[src/rtl/lut_port_arbiter.sv]
// lut_port_arbiter
//   Shares one single-port voice-effect LUT RAM between the audio datapath
//   (reads) and the host table loader (writes). At most one RAM access is
//   issued per clock. The grant is combinational. The RAM drive is registered
//   on the cycle after the grant. Audio read data returns RD_LATENCY+1 cycles
//   after the grant. The host is never locked out for more than MAX_STARVE
//   consecutive audio grants.
//
//   Optional build macro: LUT_HOST_RDBACK_EN
//     When defined, the host can also read the table back (host_rd_req,
//     host_rd_gnt, host_rd_valid). Read data is shared on aud_rd_data.
//
// Ports
//   clk, rst_n                        system clock, async active-low reset
//   aud_req / aud_addr / aud_gnt      audio read request, address and accept
//   aud_rd_valid / aud_rd_data        audio read return
//   host_wr_valid/_addr/_data/_ready  host write request and accept
//   ram_addr/ram_wr_data/ram_wr_en    registered drive to the RAM
//   ram_rd_data                       RAM read data
//   starve_cnt                        consecutive audio wins while host waits
//   host_rd_req/_gnt/_valid           host read-back (LUT_HOST_RDBACK_EN only)
module lut_port_arbiter #(
  parameter int ADDR_WIDTH = 10,
  parameter int DATA_WIDTH = 16,
  parameter int RD_LATENCY = 1,
  parameter int MAX_STARVE = 4
) (
  input  logic                  clk,
  input  logic                  rst_n,
  input  logic                  aud_req,
  input  logic [ADDR_WIDTH-1:0] aud_addr,
  output logic                  aud_gnt,
  output logic                  aud_rd_valid,
  output logic [DATA_WIDTH-1:0] aud_rd_data,
  input  logic                  host_wr_valid,
  input  logic [ADDR_WIDTH-1:0] host_wr_addr,
  input  logic [DATA_WIDTH-1:0] host_wr_data,
  output logic                  host_wr_ready,
  output logic [ADDR_WIDTH-1:0] ram_addr,
  output logic [DATA_WIDTH-1:0] ram_wr_data,
  output logic                  ram_wr_en,
  input  logic [DATA_WIDTH-1:0] ram_rd_data,
`ifdef LUT_HOST_RDBACK_EN
  input  logic                  host_rd_req,
  output logic                  host_rd_gnt,
  output logic                  host_rd_valid,
`endif
  output logic [2:0]            starve_cnt
);

  localparam logic [2:0] MAX_C = 3'(MAX_STARVE);

  logic                  host_req;
  logic                  aud_win;
  logic                  host_win;
  logic                  host_wr_win;
  logic                  issue;
  logic [2:0]            starve_q;
  logic [RD_LATENCY:0]   pipe_vld;
  logic                  rd_ret;
  logic [DATA_WIDTH-1:0] rd_hold;

`ifdef LUT_HOST_RDBACK_EN
  logic                  host_rd_win;
  logic [RD_LATENCY:0]   pipe_tag;

  // A pending write takes the host slot ahead of a read-back request.
  assign host_req    = host_wr_valid | host_rd_req;
  assign host_rd_win = host_win & ~host_wr_valid;
  assign issue       = aud_win | host_rd_win;
`else
  assign host_req    = host_wr_valid;
  assign issue       = aud_win;
`endif

  // Grants are gated by rst_n so that no request is accepted while reset
  // is held.
  always_comb begin
    aud_win  = 1'b0;
    host_win = 1'b0;
    if (rst_n) begin
      if (aud_req && host_req) begin
        if (starve_q >= MAX_C) host_win = 1'b1;
        else                   aud_win  = 1'b1;
      end else if (aud_req) begin
        aud_win = 1'b1;
      end else if (host_req) begin
        host_win = 1'b1;
      end
    end
  end

  assign host_wr_win   = host_win & host_wr_valid;
  assign aud_gnt       = aud_win;
  assign host_wr_ready = host_wr_win;
  assign starve_cnt    = starve_q;

  // The counter only counts audio wins that leave a host request waiting.
  always_ff @(posedge clk or negedge rst_n) begin
    if (!rst_n) starve_q <= '0;
    else if (aud_win && host_req) starve_q <= starve_q + 3'd1;
    else starve_q <= '0;
  end

  always_ff @(posedge clk or negedge rst_n) begin
    if (!rst_n) begin
      ram_addr    <= '0;
      ram_wr_data <= '0;
      ram_wr_en   <= 1'b0;
    end else begin
      ram_wr_en <= host_wr_win;
      if (aud_win) begin
        ram_addr <= aud_addr;
      end else if (host_win) begin
        ram_addr <= host_wr_addr;
        if (host_wr_valid) ram_wr_data <= host_wr_data;
      end
    end
  end

  // Bit 0 lines up with the registered RAM address. Each further bit adds
  // one cycle of RAM read latency.
  always_ff @(posedge clk or negedge rst_n) begin
    if (!rst_n) pipe_vld <= '0;
    else pipe_vld <= {pipe_vld[RD_LATENCY-1:0], issue};
  end

`ifdef LUT_HOST_RDBACK_EN
  always_ff @(posedge clk or negedge rst_n) begin
    if (!rst_n) pipe_tag <= '0;
    else pipe_tag <= {pipe_tag[RD_LATENCY-1:0], host_rd_win};
  end

  assign aud_rd_valid  = rd_ret & ~pipe_tag[RD_LATENCY];
  assign host_rd_valid = rd_ret &  pipe_tag[RD_LATENCY];
  assign host_rd_gnt   = host_rd_win;
`else
  assign aud_rd_valid  = rd_ret;
`endif

  assign rd_ret = pipe_vld[RD_LATENCY];

  // While a read returns, RAM data passes straight through. At all other
  // times the last returned word is held.
  always_ff @(posedge clk or negedge rst_n) begin
    if (!rst_n) rd_hold <= '0;
    else if (rd_ret) rd_hold <= ram_rd_data;
  end

  assign aud_rd_data = rd_ret ? ram_rd_data : rd_hold;

endmodule

[config.mk]
export PLATFORM = sky130hd
export DESIGN_NAME = lut_port_arbiter
export DESIGN_NICKNAME = d
export VERILOG_FILES = /design/src/rtl/lut_port_arbiter.sv
export SDC_FILE = /design/constraint.sdc
export NUM_CORES = 1
export LEC_CHECK = 0
export BUFFER_PORTS_ARGS = -buffer_cell sky130_fd_sc_hd__buf_2
export CAP_MARGIN = 20
export CORE_UTILIZATION = 47
export CTS_CLUSTER_DIAMETER = 80
export DETAILED_ROUTE_END_ITERATION = 8
export PLACE_DENSITY = 0.85
export SETUP_SLACK_MARGIN = 0.15
export SLEW_MARGIN = 20
export SYNTH_ARGS = -nofsm -noshare
export SYNTH_HDL_FRONTEND = slang
export SYNTH_SLANG_ARGS = --single-unit
[constraint.sdc]
create_clock -name clk -period 2 [get_ports clk]
set_input_delay 0.4 -clock clk [delete_from_list [all_inputs] [get_ports clk]]
set_output_delay 0.4 -clock clk [all_outputs]
set_load 0.02 [all_outputs]
### Yosys cells after proc, flatten, opt, wreduce, memory -nomap -nowiden

Cells that the tools add are included.

| storage, ports and cells | value |
|---|---|
| bits in registers | 48 |
| latch bits | 0 |
| memory bits (writable) | 0 |
| bits in read-only memories | 0 |
| bits of input ports | 56 |
| output and inout port bits | 49 |
| word-level logic and storage cells | 27 |
| memories | 0 |

| operators by class | value |
|---|---|
| add/sub/neg operators | 1 |
| multipliers | 0 |
| div/mod/pow operators | 0 |
| order comparisons | 1 |
| eq/ne operators | 0 |
| shift-type cells | 0 |
| muxes and demuxes | 13 |
| bitwise operators | 2 |
| reduce and logical (&&, ||, !) cells | 4 |

Operators with widths:

| cell | count |
|---|---|
| two-way mux 10 bit | 2 |
| two-way mux 16 bit | 1 |
| two-way mux 1 bit | 9 |
| adder 3 x 1 -> 3 bit (second input constant) | 1 |
| >= comparator 3 bit (second input constant) | 1 |
| two-way mux 3 bit | 1 |
| AND reduction 3 bit | 1 |
| logical AND 1 bit | 2 |
| nonzero test 2 bit | 1 |
| bitwise AND 1 bit | 1 |
| NOT 1 bit | 1 |

### Logic depth before layout (Yosys ltp)

| logic depth | value |
|---|---|
| depth after elaboration | 6 |
| gate-level depth with buffers | 4 |
| mapped depth without buffers | 3 |

### Worst setup path before layout

No wires, ideal clock.

| path | value |
|---|---|
| kind | flip-flop to output port |
| start | register pipe_vld[1] |
| end | output port aud_rd_data[10] |
| arrival | 1.266 ns |
| required time | 1.600 ns |
| slack | 0.334 ns |
| cell stages (with the launch flop) | 4 |
| buffers on the path | 2 |
| cell sequence | dfrtp_1 > buf_2 > buf_2 > mux2_2 |

| on the way | value |
|---|---|
| cells in the longest elaborated chain, start to end | 1 |

Ends and longest elaborated chain:

| item | line | source |
|---|---|---|
| start, declared | 59 | `logic [RD_LATENCY:0] pipe_vld;` |
| start signal, assigned | 125 | `else pipe_vld <= {pipe_vld[RD_LATENCY-1:0], issue};` |
| two-way mux 16 bit | n/a |  |
| end, declared | 34 | `output logic [DATA_WIDTH-1:0] aud_rd_data,` |

No other way between the ends.

### Worst setup path in the final report

| path | value |
|---|---|
| start | register pipe_vld[1] |
| end | output port aud_rd_data[3] |

Same word-level chain as after synthesis.

==> results.yml <==
synth:
  yosys_warnings: 0
  yosys.area.top_type: "dfrtp_1"
  ys.flop_type: "dfrtp_1"
  synth_edf_count: 0
  synth_cell_types: 17
  async_reset_ff_frac: 1.00
  ys_seq_elements: 48
  syn_inst: 116
  ys_top_cells_by_area: "dfrtp_1 (64%), mux2_2 (14%), mux2_4 (7.2%)"
  synth_common_cells: "dfrtp_1 (48), mux2_2 (23), and2_1 (12), a221o_1 (10), mux2_4 (9)"
  synth_top_cell_area_share: 0.639
  syn_nets: 173
  syn_avg_cell_area_um2: 16.2
  synth_most_common_cell: "dfrtp_1"
  ys_seq_area_frac: 0.639
  syn_area_um2: 1880
final_layout:
  drive_above_1_share: 0.664
  fillers: 290
  n_antenna_cell: 0
  area_growth_pct: 37.9
  layout.nets: 285
detailed_routing:
  via_per_inst: 4.98
  route.detailed.drc: 0
  drt_iter0_drc: 48
  finalWirelength_mm: 3.86
  avgRoutedWirePerCell_um: 13.9
  ant_nets: 0
  drt_pass1_iterations: 4
  vias: 1380
cts:
  clock-sinks: 48
  clockBufferDepth: 2
  cts_buffers: 5
  cts_repair_resize_count: 0
  ctsHoldBuffers: 0
  cts_setup_buffers: 0
  clkSlewWorstSetupHoldPaths_ns: 0.08
  ctsHtreeMaxLevel: 2
  clock-root-buffer: "clkbuf_8"
  cts_tree: "built"
  worstSkewPairLatency_ns: 0.29
pwr:
  leakage_uw: 0.00134
  ir_drop_v: 0.000442
  cellPowerDensity_nw_per_um2: 974
  totalPowerFinal_uw: 2520
grt:
  overflow: 0
  antenna_found_initial: 0
  grt_start_max_net_pins: 49
  grt_pass1_wl_mm: 6.13
  grt.total_usage: 0.196
  first_global_vias: 1288
setup_path:
  r2r_start: "starve_cnt[2]$_DFF_PN0_"
  critPathLaunchType: "register"
  crit_fanout: 17
  cp.required_ns: 1.60
  worstPathArrival_ns: 1.36
  endpoint_kind: "output pin"
  r2r_slack_ns: 0.51
  path_class: "reg2out"
  crit_path_start: "pipe_vld[1]$_DFF_PN0_"
timing:
  slew_viol_final: 0
  finalHoldViolations: 0
  rsz0062_at_grt: "no"
  period_share: 0.882
  fmax_mhz: 567
  max_slew_margin: 0.617
  tns_ns: 0
  finClkSkew_ns: 0.00652
  finalSetupViolCount: 0
  final.min_clock_period_ns: 1.76
  worstMarginPinSlew_ns: 0.570
min_path:
  hold_path.class: "in2async"
floorplanning:
  start_util: 0.502
  row_count: 22
  design.die.area_um2: 4260
  ioPinCount: 105
  core_um2: 3740
  die_x_um: 65.2
  chipHeight_um: 65.2
outcome:
  status: "finished, final reports clean"
placement:
  gp_congestion: 0.703
  hpwlAfterDp_mm: 2.94
  portBuffers: 104
run:
  cap_violations: 0
==> metrics by stage <==
| stage | util | area [um^2] | worst slack, ns | hold WS [ns] | cells |
|---|---|---|---|---|---|
| finish | 0.693 | 2590 | 0.237 | 0.260 | 277 |
| global route | 0.693 | 2590 | 0.167 | 0.285 | 277 |
| CTS | 0.692 | 2590 | 0.185 | 0.270 | 277 |
| detailed placement | 0.658 | 2460 | 0.421 | 0.335 | 269 |
| global placement | 0.658 | 2460 | 0.468 | 0.334 | 269 |
| floorplan | - | 1880 | 0.334 | 0.104 | 116 |
==> critical path: stages, from the launching register on <==
cell and delay [ns]:
dfrtp_1 0.35, buf_6 0.19, mux2_2 0.37, buf_2 0.16
==> cell families after synthesis <==
logic type,share of synthesized area
compound gates,0.0672
fa+ha+maj,0.00666
buf+inv,0.0246
flops,0.639
mux,0.210
simple gates,0.0526
==> layout by cell type (no fill, tap or decap) <==
cell	n
a21oi_1	1
a21oi_4	1
a221o_1	10
and2_1	12
buf_2	104
buf_4	5
buf_6	1
bufinv_16	1
clkbuf_8	7
dfrtp_1	48
ha_1	1
inv_1	1
mux2_2	23
mux2_4	9
nand2_1	1
nand2_2	1
nor2b_1	1
nor3b_1	1
o21ai_1	1
==> cell type report <==
class	count	area [um^2]	share of cell area
Clock buffer	7	96.3	0.0372
Timing Repair Buffer	110	569	0.220
Tap cell	48	60.1	0.0232
Clock inverter	1	30.0	0.0116
Multi-Input combinational cell	62	632	0.244
Sequential cell	48	1200	0.463
Inverter	1	3.75	0.00145
==> report_power, final <==
part	internal [uW]	switching (uW)	leakage, uW
registers	1110	59.8	0.000581
logic	278	339	0.000699
clock network	441	299	0.0000645
total	1830	698	0.00134
==> final timing paths <==
kind	endpoint	cells after the start
worst max-delay path	aud_rd_data[3]	3
worst min-delay path	starve_cnt[2]$_DFF_PN0_	2
worst max register to register	ram_wr_data[10]$_DFFE_PN0P_	4
worst min register to register	pipe_vld[1]$_DFF_PN0_	0
max in group asynchronous	ram_wr_data[13]$_DFFE_PN0P_	2
min in group clk	ram_addr[5]$_DFFE_PN0P_	2
==> flip-flops by register name, indices dropped and copies added, names as in the netlist <==
| name | flops |
|---|---|
| ram_wr_en | 1 |
| ram_wr_data | 16 |
| starve_cnt | 3 |
| pipe_vld | 2 |
| ram_addr | 10 |
| rd_hold | 16 |
==> layer usage <==
metal  GRT usage  part of all wire
met1       0.253              0.42
met2       0.309              0.47
met3      0.0694             0.097
met4      0.0571             0.011
met5           0                 0
Power figures use the tool's default switching activity.
